`config.mk`:
```
export PLATFORM = sky130hd
export DESIGN_NAME = cache_stage_flat
export DESIGN_NICKNAME = d
export VERILOG_FILES = /design/src/rtl/cache_stage_pkg.sv /design/src/rtl/cache_stage_if.sv /design/src/rtl/cache_line_array.sv /design/src/rtl/cache_stage.sv /design/src/flat_wrapper.sv
export SDC_FILE = /design/constraint.sdc
export NUM_CORES = 1
export LEC_CHECK = 0
export CAP_MARGIN = 20
export CORE_ASPECT_RATIO = 0.75
export CORE_MARGIN = 2
export CORE_UTILIZATION = 45
export CTS_CLUSTER_SIZE = 20
export DETAILED_ROUTE_END_ITERATION = 10
export PLACE_DENSITY_LB_ADDON = 0.1
export SETUP_SLACK_MARGIN = 0.02
export SKIP_LAST_GASP = 1
export SLEW_MARGIN = 20
export SYNTH_ARGS = -nofsm -noshare
export SYNTH_HDL_FRONTEND = slang
export SYNTH_HIERARCHICAL = 1
export SYNTH_SLANG_ARGS = --single-unit
```
`constraint.sdc`:
```
create_clock -name clk -period 4.1 [get_ports clk]
set_clock_uncertainty 0.05 [all_clocks]
set_input_delay 0.82 -clock clk [delete_from_list [all_inputs] [get_ports clk]]
set_output_delay 0.82 -clock clk [all_outputs]
set_load 0.03 [all_outputs]
```
`src/rtl/cache_stage_pkg.sv`:
```
// Shared definitions for the memory-access cache stage: load/store op codes,
// FSM state encoding and the layout of the stage input register.
package cache_stage_pkg;

  localparam logic [1:0] LDST_NONE = 2'b00;
  localparam logic [1:0] LDST_ST   = 2'b01;
  localparam logic [1:0] LDST_LD   = 2'b10;

  localparam logic [1:0] S_IDLE   = 2'd0;
  localparam logic [1:0] S_REFILL = 2'd1;
  localparam logic [1:0] S_WRITE  = 2'd2;
  localparam logic [1:0] S_DONE   = 2'd3;

  typedef struct packed {
    logic [15:0] addr;
    logic [15:0] wdata;
    logic [1:0]  ldst;
    logic [2:0]  dest;
    logic        we;
    logic [1:0]  bp;
  } stage_reg_t;

endpackage

```
`src/rtl/cache_stage_if.sv`:
```
// Word-wide memory request/acknowledge bus between the cache stage (master)
// and backing memory (slave).
interface cache_stage_if;
  logic        mem_req;
  logic        mem_we;
  logic [15:0] mem_addr;
  logic [15:0] mem_wdata;
  logic        mem_ack;
  logic [15:0] mem_rdata;

  modport master (output mem_req, mem_we, mem_addr, mem_wdata,
                  input  mem_ack, mem_rdata);
  modport slave  (input  mem_req, mem_we, mem_addr, mem_wdata,
                  output mem_ack, mem_rdata);
endinterface

```
`src/rtl/cache_line_array.sv`:
```
// Direct-mapped tag/valid/data storage: one combinational read port on the current
// index, one word write port, and line-fill invalidate/validate controls.
module cache_line_array #(
  parameter int LINES = 4,
  parameter int WORDS = 4,
  parameter int TAG_W = 11
) (
  input  logic                     clk,
  input  logic                     reset,
  input  logic [$clog2(LINES)-1:0] idx,
  input  logic [$clog2(WORDS)-1:0] off,
  input  logic [TAG_W-1:0]         tag,
  output logic [15:0]              rd_data,
  output logic                     hit,
  input  logic                     word_we,
  input  logic [$clog2(WORDS)-1:0] word_off,
  input  logic [15:0]              word_data,
  input  logic                     inval,
  input  logic                     fill_done
);

  logic [LINES-1:0][WORDS-1:0][15:0] data_q, data_d;
  logic [LINES-1:0][TAG_W-1:0]       tag_q, tag_d;
  logic [LINES-1:0]                  valid_q, valid_d;

  assign rd_data = data_q[idx][off];
  assign hit     = valid_q[idx] && (tag_q[idx] == tag);

  always_comb begin
    data_d  = data_q;
    tag_d   = tag_q;
    valid_d = valid_q;
    if (word_we) data_d[idx][word_off] = word_data;
    if (inval) valid_d[idx] = 1'b0;
    if (fill_done) begin
      tag_d[idx]   = tag;
      valid_d[idx] = 1'b1;
    end
  end

  always_ff @(posedge clk or negedge reset) begin
    if (!reset) begin
      data_q  <= '0;
      tag_q   <= '0;
      valid_q <= '0;
    end else begin
      data_q  <= data_d;
      tag_q   <= tag_d;
      valid_q <= valid_d;
    end
  end

endmodule

```
`src/rtl/cache_stage.sv`:
```
// Memory-access pipeline stage: direct-mapped write-through, no-write-allocate data cache
// with a req/ack memory FSM for line refills and store write-through.
//
// state    | meaning
// IDLE     | lookup on registered op; hits and non-memory ops pass straight through
// REFILL   | fetching WORDS words of the missed line, one per mem_ack
// WRITE    | store written through to memory, waiting for mem_ack
// DONE     | store retired; waits for the input register to take the next op
module cache_stage
  import cache_stage_pkg::*;
#(
  parameter int LINES = 4,
  parameter int WORDS = 4
) (
  input  logic          clk,
  input  logic          reset,
  input  logic          enable_cache,
  input  logic [15:0]   tlblookup_result,
  input  logic [15:0]   dataReg,
  input  logic [1:0]    ldSt_enable,
  input  logic [2:0]    destReg_addr_input,
  input  logic          we_input,
  input  logic [1:0]    bp_input,
  output logic [15:0]   cache_result,
  output logic [2:0]    destReg_addr_output,
  output logic          we_output,
  output logic [1:0]    bp_output,
  output logic          stall,
  cache_stage_if.master mem
);

  localparam int IDX_W = $clog2(LINES);
  localparam int OFF_W = $clog2(WORDS);
  localparam int TAG_W = 15 - IDX_W - OFF_W;

  stage_reg_t       in_q, in_d;
  logic [1:0]       state_q, state_d;
  logic [OFF_W-1:0] cnt_q, cnt_d;

  logic [IDX_W-1:0] idx;
  logic [OFF_W-1:0] off, word_off;
  logic [TAG_W-1:0] tag;
  logic [15:0]      rd_data, word_data;
  logic             hit, is_ld, is_st, word_we, inval, fill_done;

  assign off   = in_q.addr[OFF_W:1];
  assign idx   = in_q.addr[OFF_W+IDX_W:OFF_W+1];
  assign tag   = in_q.addr[15:OFF_W+IDX_W+1];
  assign is_ld = (in_q.ldst == LDST_LD);
  assign is_st = (in_q.ldst == LDST_ST);

  always_comb begin
    in_d = in_q;
    if (enable_cache && !stall)
      in_d = '{addr: tlblookup_result, wdata: dataReg, ldst: ldSt_enable,
               dest: destReg_addr_input, we: we_input, bp: bp_input};
  end

  always_comb begin
    state_d       = state_q;
    cnt_d         = cnt_q;
    stall         = 1'b0;
    mem.mem_req   = 1'b0;
    mem.mem_we    = 1'b0;
    mem.mem_addr  = '0;
    mem.mem_wdata = '0;
    word_we       = 1'b0;
    word_off      = off;
    word_data     = in_q.wdata;
    inval         = 1'b0;
    fill_done     = 1'b0;
    case (state_q)
      S_IDLE: begin
        if (is_ld && !hit) begin
          stall   = 1'b1;
          inval   = 1'b1;
          cnt_d   = '0;
          state_d = S_REFILL;
        end else if (is_st) begin
          stall   = 1'b1;
          state_d = S_WRITE;
        end
      end
      S_REFILL: begin
        stall        = 1'b1;
        mem.mem_req  = 1'b1;
        mem.mem_addr = {tag, idx, cnt_q, 1'b0};
        if (mem.mem_ack) begin
          word_we   = 1'b1;
          word_off  = cnt_q;
          word_data = mem.mem_rdata;
          cnt_d     = cnt_q + OFF_W'(1);
          if (cnt_q == OFF_W'(WORDS - 1)) begin
            fill_done = 1'b1;
            state_d   = S_IDLE;
          end
        end
      end
      S_WRITE: begin
        stall         = 1'b1;
        mem.mem_req   = 1'b1;
        mem.mem_we    = 1'b1;
        mem.mem_addr  = {in_q.addr[15:1], 1'b0};
        mem.mem_wdata = in_q.wdata;
        // Write-through updates the cached copy only on a hit: no allocation on store miss.
        if (mem.mem_ack) begin
          word_we = hit;
          state_d = S_DONE;
        end
      end
      S_DONE: begin
        if (enable_cache) state_d = S_IDLE;
      end
      default: state_d = S_IDLE;
    endcase
  end

  always_ff @(posedge clk or negedge reset) begin
    if (!reset) begin
      in_q    <= '0;
      state_q <= S_IDLE;
      cnt_q   <= '0;
    end else begin
      in_q    <= in_d;
      state_q <= state_d;
      cnt_q   <= cnt_d;
    end
  end

  cache_line_array #(.LINES(LINES), .WORDS(WORDS), .TAG_W(TAG_W)) u_lines (
    .clk       (clk),
    .reset     (reset),
    .idx       (idx),
    .off       (off),
    .tag       (tag),
    .rd_data   (rd_data),
    .hit       (hit),
    .word_we   (word_we),
    .word_off  (word_off),
    .word_data (word_data),
    .inval     (inval),
    .fill_done (fill_done)
  );

  assign cache_result        = is_ld ? rd_data : in_q.addr;
  assign destReg_addr_output = in_q.dest;
  assign bp_output           = in_q.bp;
  assign we_output           = in_q.we & ~stall;

endmodule

```
`src/flat_wrapper.sv`:
```
// flat-port wrapper written by rule: the top's interface ports become plain ports
module cache_stage_flat import cache_stage_pkg::*;
#(
  parameter int LINES = 4,
  parameter int WORDS = 4
)
  (clk, reset, enable_cache, tlblookup_result, dataReg, ldSt_enable, destReg_addr_input, we_input, bp_input, cache_result, destReg_addr_output, we_output, bp_output, stall, mem_mem_req, mem_mem_we, mem_mem_addr, mem_mem_wdata, mem_mem_ack, mem_mem_rdata);
  cache_stage_if mem_i ();
  input  logic clk;
  input  logic reset;
  input  logic enable_cache;
  input  logic [15:0] tlblookup_result;
  input  logic [15:0] dataReg;
  input  logic [1:0] ldSt_enable;
  input  logic [2:0] destReg_addr_input;
  input  logic we_input;
  input  logic [1:0] bp_input;
  output logic [15:0] cache_result;
  output logic [2:0] destReg_addr_output;
  output logic we_output;
  output logic [1:0] bp_output;
  output logic stall;
  output wire logic [$bits(mem_i.mem_req)-1:0] mem_mem_req;
  output wire logic [$bits(mem_i.mem_we)-1:0] mem_mem_we;
  output wire logic [$bits(mem_i.mem_addr)-1:0] mem_mem_addr;
  output wire logic [$bits(mem_i.mem_wdata)-1:0] mem_mem_wdata;
  input wire logic [$bits(mem_i.mem_ack)-1:0] mem_mem_ack;
  input wire logic [$bits(mem_i.mem_rdata)-1:0] mem_mem_rdata;
  assign mem_mem_req = mem_i.mem_req;
  assign mem_mem_we = mem_i.mem_we;
  assign mem_mem_addr = mem_i.mem_addr;
  assign mem_mem_wdata = mem_i.mem_wdata;
  assign mem_i.mem_ack = mem_mem_ack;
  assign mem_i.mem_rdata = mem_mem_rdata;
  cache_stage #(.LINES(LINES), .WORDS(WORDS)) u_core (.clk(clk), .reset(reset), .enable_cache(enable_cache), .tlblookup_result(tlblookup_result), .dataReg(dataReg), .ldSt_enable(ldSt_enable), .destReg_addr_input(destReg_addr_input), .we_input(we_input), .bp_input(bp_input), .cache_result(cache_result), .destReg_addr_output(destReg_addr_output), .we_output(we_output), .bp_output(bp_output), .stall(stall), .mem(mem_i));
endmodule
```
Word-level counts from Yosys, hierarchy flattened
Index checks and enable logic that the tools add are counted.
{ "totals": {"regBits": 348, "input_bits": 60, "word_cells": 115} }
{ "op_classes": {"n_addsub": 1, "magnitude_cmp": 5, "n_eq_ne": 13, "mux": 50, "bitwise_logic": 5, "n_reduce_logical": 12} }
{ "op_table": {"columns": ["cell", "n"], "rows": [
  ["256-bit bitwise mux", 1],
  ["64-bit binary-select mux with 2-bit select", 1],
  ["64-bit demux with 2-bit select", 1],
  ["64-bit 2-to-1 mux", 2],
  ["16-bit 2-to-1 mux", 6],
  ["44-bit bitwise mux", 1],
  ["16-bit binary-select mux with 2-bit select", 1],
  ["16-bit demux with 2-bit select", 1],
  ["16-bit case mux with 2 select lines", 1],
  ["11-bit binary-select mux with 2-bit select", 1],
  ["11-bit demux with 2-bit select", 1],
  ["11-bit 2-to-1 mux", 2],
  ["2-bit 2-to-1 mux", 10],
  ["1-bit 2-to-1 mux", 13],
  ["11-bit equality test", 1],
  ["2-bit by 3-bit less-than comparator with 1-bit output, second input constant", 3],
  ["2-bit equality test, second input constant", 4],
  ["4-bit 2-to-1 mux", 2],
  ["2-bit case mux with 4 select lines", 1],
  ["2-bit != test, second input constant", 3],
  ["1-bit logical AND", 5],
  ["5-bit AND reduction", 1],
  ["4-bit AND", 1],
  ["2-bit by 1-bit equality test with 1-bit output, second input constant", 2],
  ["17 further kinds", 21]
]} }

Longest topological paths before layout
{ "logic_depth": {"word_depth": 11, "mapped_depth": 16} }

Cells and area by module
Netlist, hierarchy kept.
{ "modules_own_cells": {"columns": ["module", "instances", "cells_per_inst", "area_each_um2", "seq_area_each_um2"], "rows": [
  ["cache_line_array", 1, 837, 14043.5, 7607.3],
  ["cache_stage", 1, 214, 2726.4, 1101.1]
]} }

Worst setup path after synthesis
No wires, ideal clock.
{ "synth_path": {"kind": "register -> output", "start": "reg u_core.in_q, in the netlist u_core/idx[0]", "end": "out we_output", "arrival_time_ps": 2456, "slack_ps": 774, "stages_incl_launch_ff": 10, "cell_sequence": "dfrtp_1 -> buf_6 -> buf_12 -> mux4_2 -> xor2_1 -> nor4_1 -> and4_1 -> nor3b_2 -> o311ai_4 -> and2_1"} }
{ "synth_via": {"elab_chain_cells": 10} }
{ "synth_lines": {"columns": ["element", "line_no", "text"], "rows": [
  ["from (decl)", "cache_stage.sv:36", "stage_reg_t in_q, in_d;"],
  ["from (signal assigned)", "cache_stage.sv:124", "in_q <= in_d;"],
  ["11-bit binary-select mux with 2-bit select", "cache_line_array.sv:27", "assign hit = valid_q[idx] && (tag_q[idx] == tag);"],
  ["11-bit 2-to-1 mux (not written as such)", "cache_line_array.sv:27", null],
  ["11-bit equality test", "cache_line_array.sv:27", null],
  ["1-bit logical AND *", "cache_line_array.sv:27", null],
  ["via u_core.hit", "cache_stage.sv:44", "logic hit, is_ld, is_st, word_we, inval, fill_done;"],
  ["1-bit zero test *", "cache_stage.sv:74", "if (is_ld && !hit) begin"],
  ["1-bit logical AND *", "cache_stage.sv:74", null],
  ["1-bit 2-to-1 mux *", "cache_stage.sv:74", null],
  ["1-bit case mux with 2 select lines *", "cache_stage.sv:72", "case (state_q)"],
  ["1-bit NOT *", "cache_stage.sv:148", "assign we_output = in_q.we & ~stall;"],
  ["1-bit AND *", "cache_stage.sv:148", null],
  ["to (decl)", "flat_wrapper.sv:20", "output logic we_output;"]
]} }
Mark *: on every way through the listed nets, which the timed path passes. The rest lies on a longest branch. The select of a mux whose other input is x is not followed.

Worst setup path after layout
{ "layout_path": {"start": "reg u_core.in_q, in the netlist u_core/idx[0]", "end": "out cache_result[0]"} }
{ "layout_via": {"elab_chain_cells": 5} }
{ "layout_lines": {"columns": ["element", "line_no", "text"], "rows": [
  ["64-bit binary-select mux with 2-bit select", "cache_line_array.sv:26", "assign rd_data = data_q[idx][off];"],
  ["64-bit 2-to-1 mux (not written as such)", "cache_line_array.sv:26", null],
  ["16-bit binary-select mux with 2-bit select", "cache_line_array.sv:26", null],
  ["16-bit 2-to-1 mux (not written as such)", "cache_line_array.sv:26", null],
  ["via u_core.rd_data[0]", "cache_stage.sv:43", "logic [15:0] rd_data, word_data;"],
  ["16-bit 2-to-1 mux", "cache_stage.sv:145", "assign cache_result = is_ld ? rd_data : in_q.addr;"],
  ["to (decl)", "flat_wrapper.sv:18", "output logic [15:0] cache_result;"]
]} }
The timed path passes the listed nets, and every way through them passes these cells. The select of a mux whose other input is x is not followed.

==> results_dict.tcl <==
set metrics [dict create \
    status "finished, final reports clean" \
    rsz0062_at_grt "yes" \
    place_worst_setup_slack_ns 0.1148 \
    peakVddDrop_v 0.0003755 \
    syn_inst 1051 \
    cpPeakStageDelay_ns 0.60 \
    initial_core_util_pct 45.49 \
    hold_viol 0 \
    area_growth_pct 19.95 \
    synth_top_area_share_pct 51.93 \
    synthSimpleGateAreaFrac_pct 3.402 \
    synthFlopType "dfrtp_1" \
    slew_viol_final 0 \
    cp-end-kind "primary output" \
    drtIter0Drc 573 \
    critPathBufInv 4 \
    wl_per_cell_um 24.12 \
    gp_congestion 0.7569 \
    port_buffers 115 \
    grt_overflow 0 \
    via_per_inst 5.529 \
    slew_headroom_pct 36.03 \
    cts.clk_slew.worst_paths_ns 0.06 \
    grt_pass1_vias 9897 \
    dp_hpwl_mm 26.08 \
    synth-compound-area-share_pct 1.045 \
    clk_path_buf_depth 3 \
    post-route-drc-count 0 \
    worstMarginPinSlew_ns 0.9596 \
    max_freq_mhz 247.1 \
    path_cells "buf_6, buf_16, buf_4, mux4_4, mux4_2, mux2_1, dlygate4sd2_1" \
    whs_ns 0.3088 \
    final_antenna_net_count 0 \
    synth_mux_area_share_pct 39.24 \
    cp.required_ns 3.23 \
    grt_max_degree 119 \
    synth_top_cell_by_area "dfrtp_1" \
    critPathLaunchType "flop" \
    design.core.area_sq_um 36860 \
    avgSynthCellArea_sq_um 15.96 \
    pin_count 117 \
    synth_top_family_by_area "multiplexers" \
    post_synth_main_area_contributors "dfrtp_1, mux2_2, mux4_1" \
    ys_types 56 \
    cp.arrival_ns 3.18 \
    synth_edf_count 0 \
    routed_wl_mm 41.71 \
    worstHoldPathType "in -> async" \
    die_h_um 171.2 \
    ys_warn_count 6 \
    dieArea_sq_um 38840 \
    antenna_found_initial 4 \
    critPathKind "reg -> out" \
    timing.max_cap.violations 0 \
    fin_nets 1262 \
    numCtsBuffers 38 \
    synthArstFlopShare_pct 100.0 \
    p_leak_nw 9.676 \
    synth-xor-area-share_pct 0.6267 \
    setup_viol 0 \
    period_share_pct 98.69 \
    clock-sinks 348 \
    drive_gt1_share_pct 47.42 \
    cts_tree "done" \
    clk_latency_ns 0.53 \
    grt_pass1_wl_mm 63.54 \
    cts_max_level 2 \
    drtPass1Iterations 4 \
    finalWorstSetupSlack_ns 0.05383 \
    syn_area_sq_um 16770 \
    period_needed_ns 4.046 \
    fp.dieW_um 226.9 \
    row_count 61 \
    vias 9560 \
    synth-adder-area-share_pct 0.3731 \
    cp_top_family "multiplexers" \
    ys_seq_elements 348 \
    final_cell_mix "dfrtp_1, mux2_2, clkdlybuf4s50_1, buf_4" \
    place_inst 1643 \
    grt_usage_pct 22.08 \
    crit_slowest_cell "mux4_4" \
    clock-root-buffer "clkbuf_16" \
    layout_commonest_cell "dfrtp_1" \
    worstPathMaxFanout 15 \
    syn_nets 1116 \
    layoutNonFillerInstCount 1729 \
    power.density_nw_per_um2 766.7 \
    ys_seq_area_share_pct 51.93 \
]
==> area by class of cell <==
type                    instances  area (sq um)
clock inverters                 6         105.1
clock buffers                  60          1187
fillers                      3057         16750
diodes                          2         5.005
well taps                     504         630.6
multi-input cells             616          7548
flip-flops and latches        348          8716
inverters                       5         18.77
repair buffers                188          1904
==> cells by family (layout without fill, tap and decap cells) <==
family / after synthesis / in the layout
buffers and inverters: 87 / 259
other: 1 / 3
xor gates and xnor gates: 12 / 12
adders and majority gates: 5 / 5
and+or+nand+nor: 103 / 103
DFF: 348 / 348
muxes: 472 / 472
AOI/OAI and AO/OA: 23 / 23
==> where the power goes <==
| group | switching (W) | leakage (nW) | total [W] | internal (W) |
|---|---|---|---|---|
| Sequential | 0.000770 | 4.70 | 0.00543 | 0.00466 |
| Combinational | 0.00311 | 4.34 | 0.00645 | 0.00334 |
| Clock | 0.00137 | 0.636 | 0.00354 | 0.00217 |
| Total | 0.00525 | 9.68 | 0.0154 | 0.0102 |
==> per-layer routing <==
layer / routed length (um) / up-vias / global-route usage [%] / part of all wire (%)
met4: 788 / 2 / 6.264 / 1.9
met3: 1668 / 60 / 4.510 / 4.0
li1: - / 4214 / - / -
met5: 13 / - / 0 / 0.031
met2: 19120 / 156 / 33.55 / 46
met1: 20120 / 5128 / 32.22 / 48
==> flip-flops by register name, indices dropped and copies added (netlist names) <==
| register | cells |
|---|---|
| u_core/u_lines/tag_q | 44 |
| u_core/in_q | 33 |
| u_core/state_q | 2 |
| u_core/u_lines/data_q | 256 |
| u_core/cnt_q | 2 |
| u_core/idx | 2 |
| u_core/u_lines/valid_q | 4 |
| u_core/destReg_addr_output | 3 |
| u_core/bp_output | 2 |
==> path summary, 6_finish.rpt <==
path	start	to	slack, ns	cells past startpoint
worst max-delay path	u_core/idx[0]$_DFFE_PN0P_	cache_result[0]	0.05	7
worst min-delay path	reset	u_core/u_lines/tag_q[30]$_DFFE_PN0P_	0.31	1
worst max register to register	u_core/idx[0]$_DFFE_PN0P_	u_core/u_lines/data_q[204]$_DFFE_PN0P_	0.33	12
worst min register to register	u_core/u_lines/valid_q[3]$_DFF_PN0_	u_core/u_lines/valid_q[3]$_DFF_PN0_	0.43	2
max in group asynchronous	reset	u_core/u_lines/data_q[198]$_DFFE_PN0P_	2.65	2
min in group clk	u_core/u_lines/valid_q[3]$_DFF_PN0_	u_core/u_lines/valid_q[3]$_DFF_PN0_	0.43	2
==> Yosys cell counts (3+ instances only) <==
cell,count
buf_12,4
mux4_2,41
dfrtp_1,348
clkbuf_1,26
inv_1,5
mux4_4,7
mux2_1,8
and2_1,32
buf_4,12
a21oi_1,5
nor2_2,6
nand2_1,21
nor2b_1,6
mux2i_1,11
mux4_1,38
nand3_1,6
nor2_1,12
mux2_4,40
buf_2,28
buf_6,7
xor2_1,11
nand2b_1,4
mux2_2,327
buf_8,3
ha_1,5
==> repair_timing <==
item | CTS | global route
pin swaps | 1 | 6
cloned | 2 | 1
gates resized for setup | 21 | 14
hold buffers | 0 | 0
setup endpoints to repair | 16 | 11
setup buffers | 5 | 10
==> stage by stage <==
step | setup TNS, ns | utilization, % | total power (W) | area [sq um]
2_1_floorplan | 0 | - | 0.009815 | 16770
6_report | 0 | 54.57 | 0.01542 | 20120
3_3_place_gp | 0 | 50.26 | 0.01155 | 18530
4_1_cts | -0.3375 | 54.16 | 0.01541 | 19960
3_5_place_dp | 0 | 50.26 | 0.01164 | 18530
5_1_grt | -0.06826 | 54.55 | 0.01624 | 20110
==> worst reg2reg max path, stage by stage, from the launching register on <==
cell     delay [ns]
dfrtp_4        0.50
buf_12         0.15
mux4_2         0.45
xor2_2         0.18
nor4_4         0.34
and4_4         0.31
a21oi_1        0.07
nor2_1         0.13
buf_4          0.16
nand3_1        0.17
or3_1          0.57
buf_4          0.29
mux2_2         0.29
No activity file was read; power rests on OpenSTA's default activity.
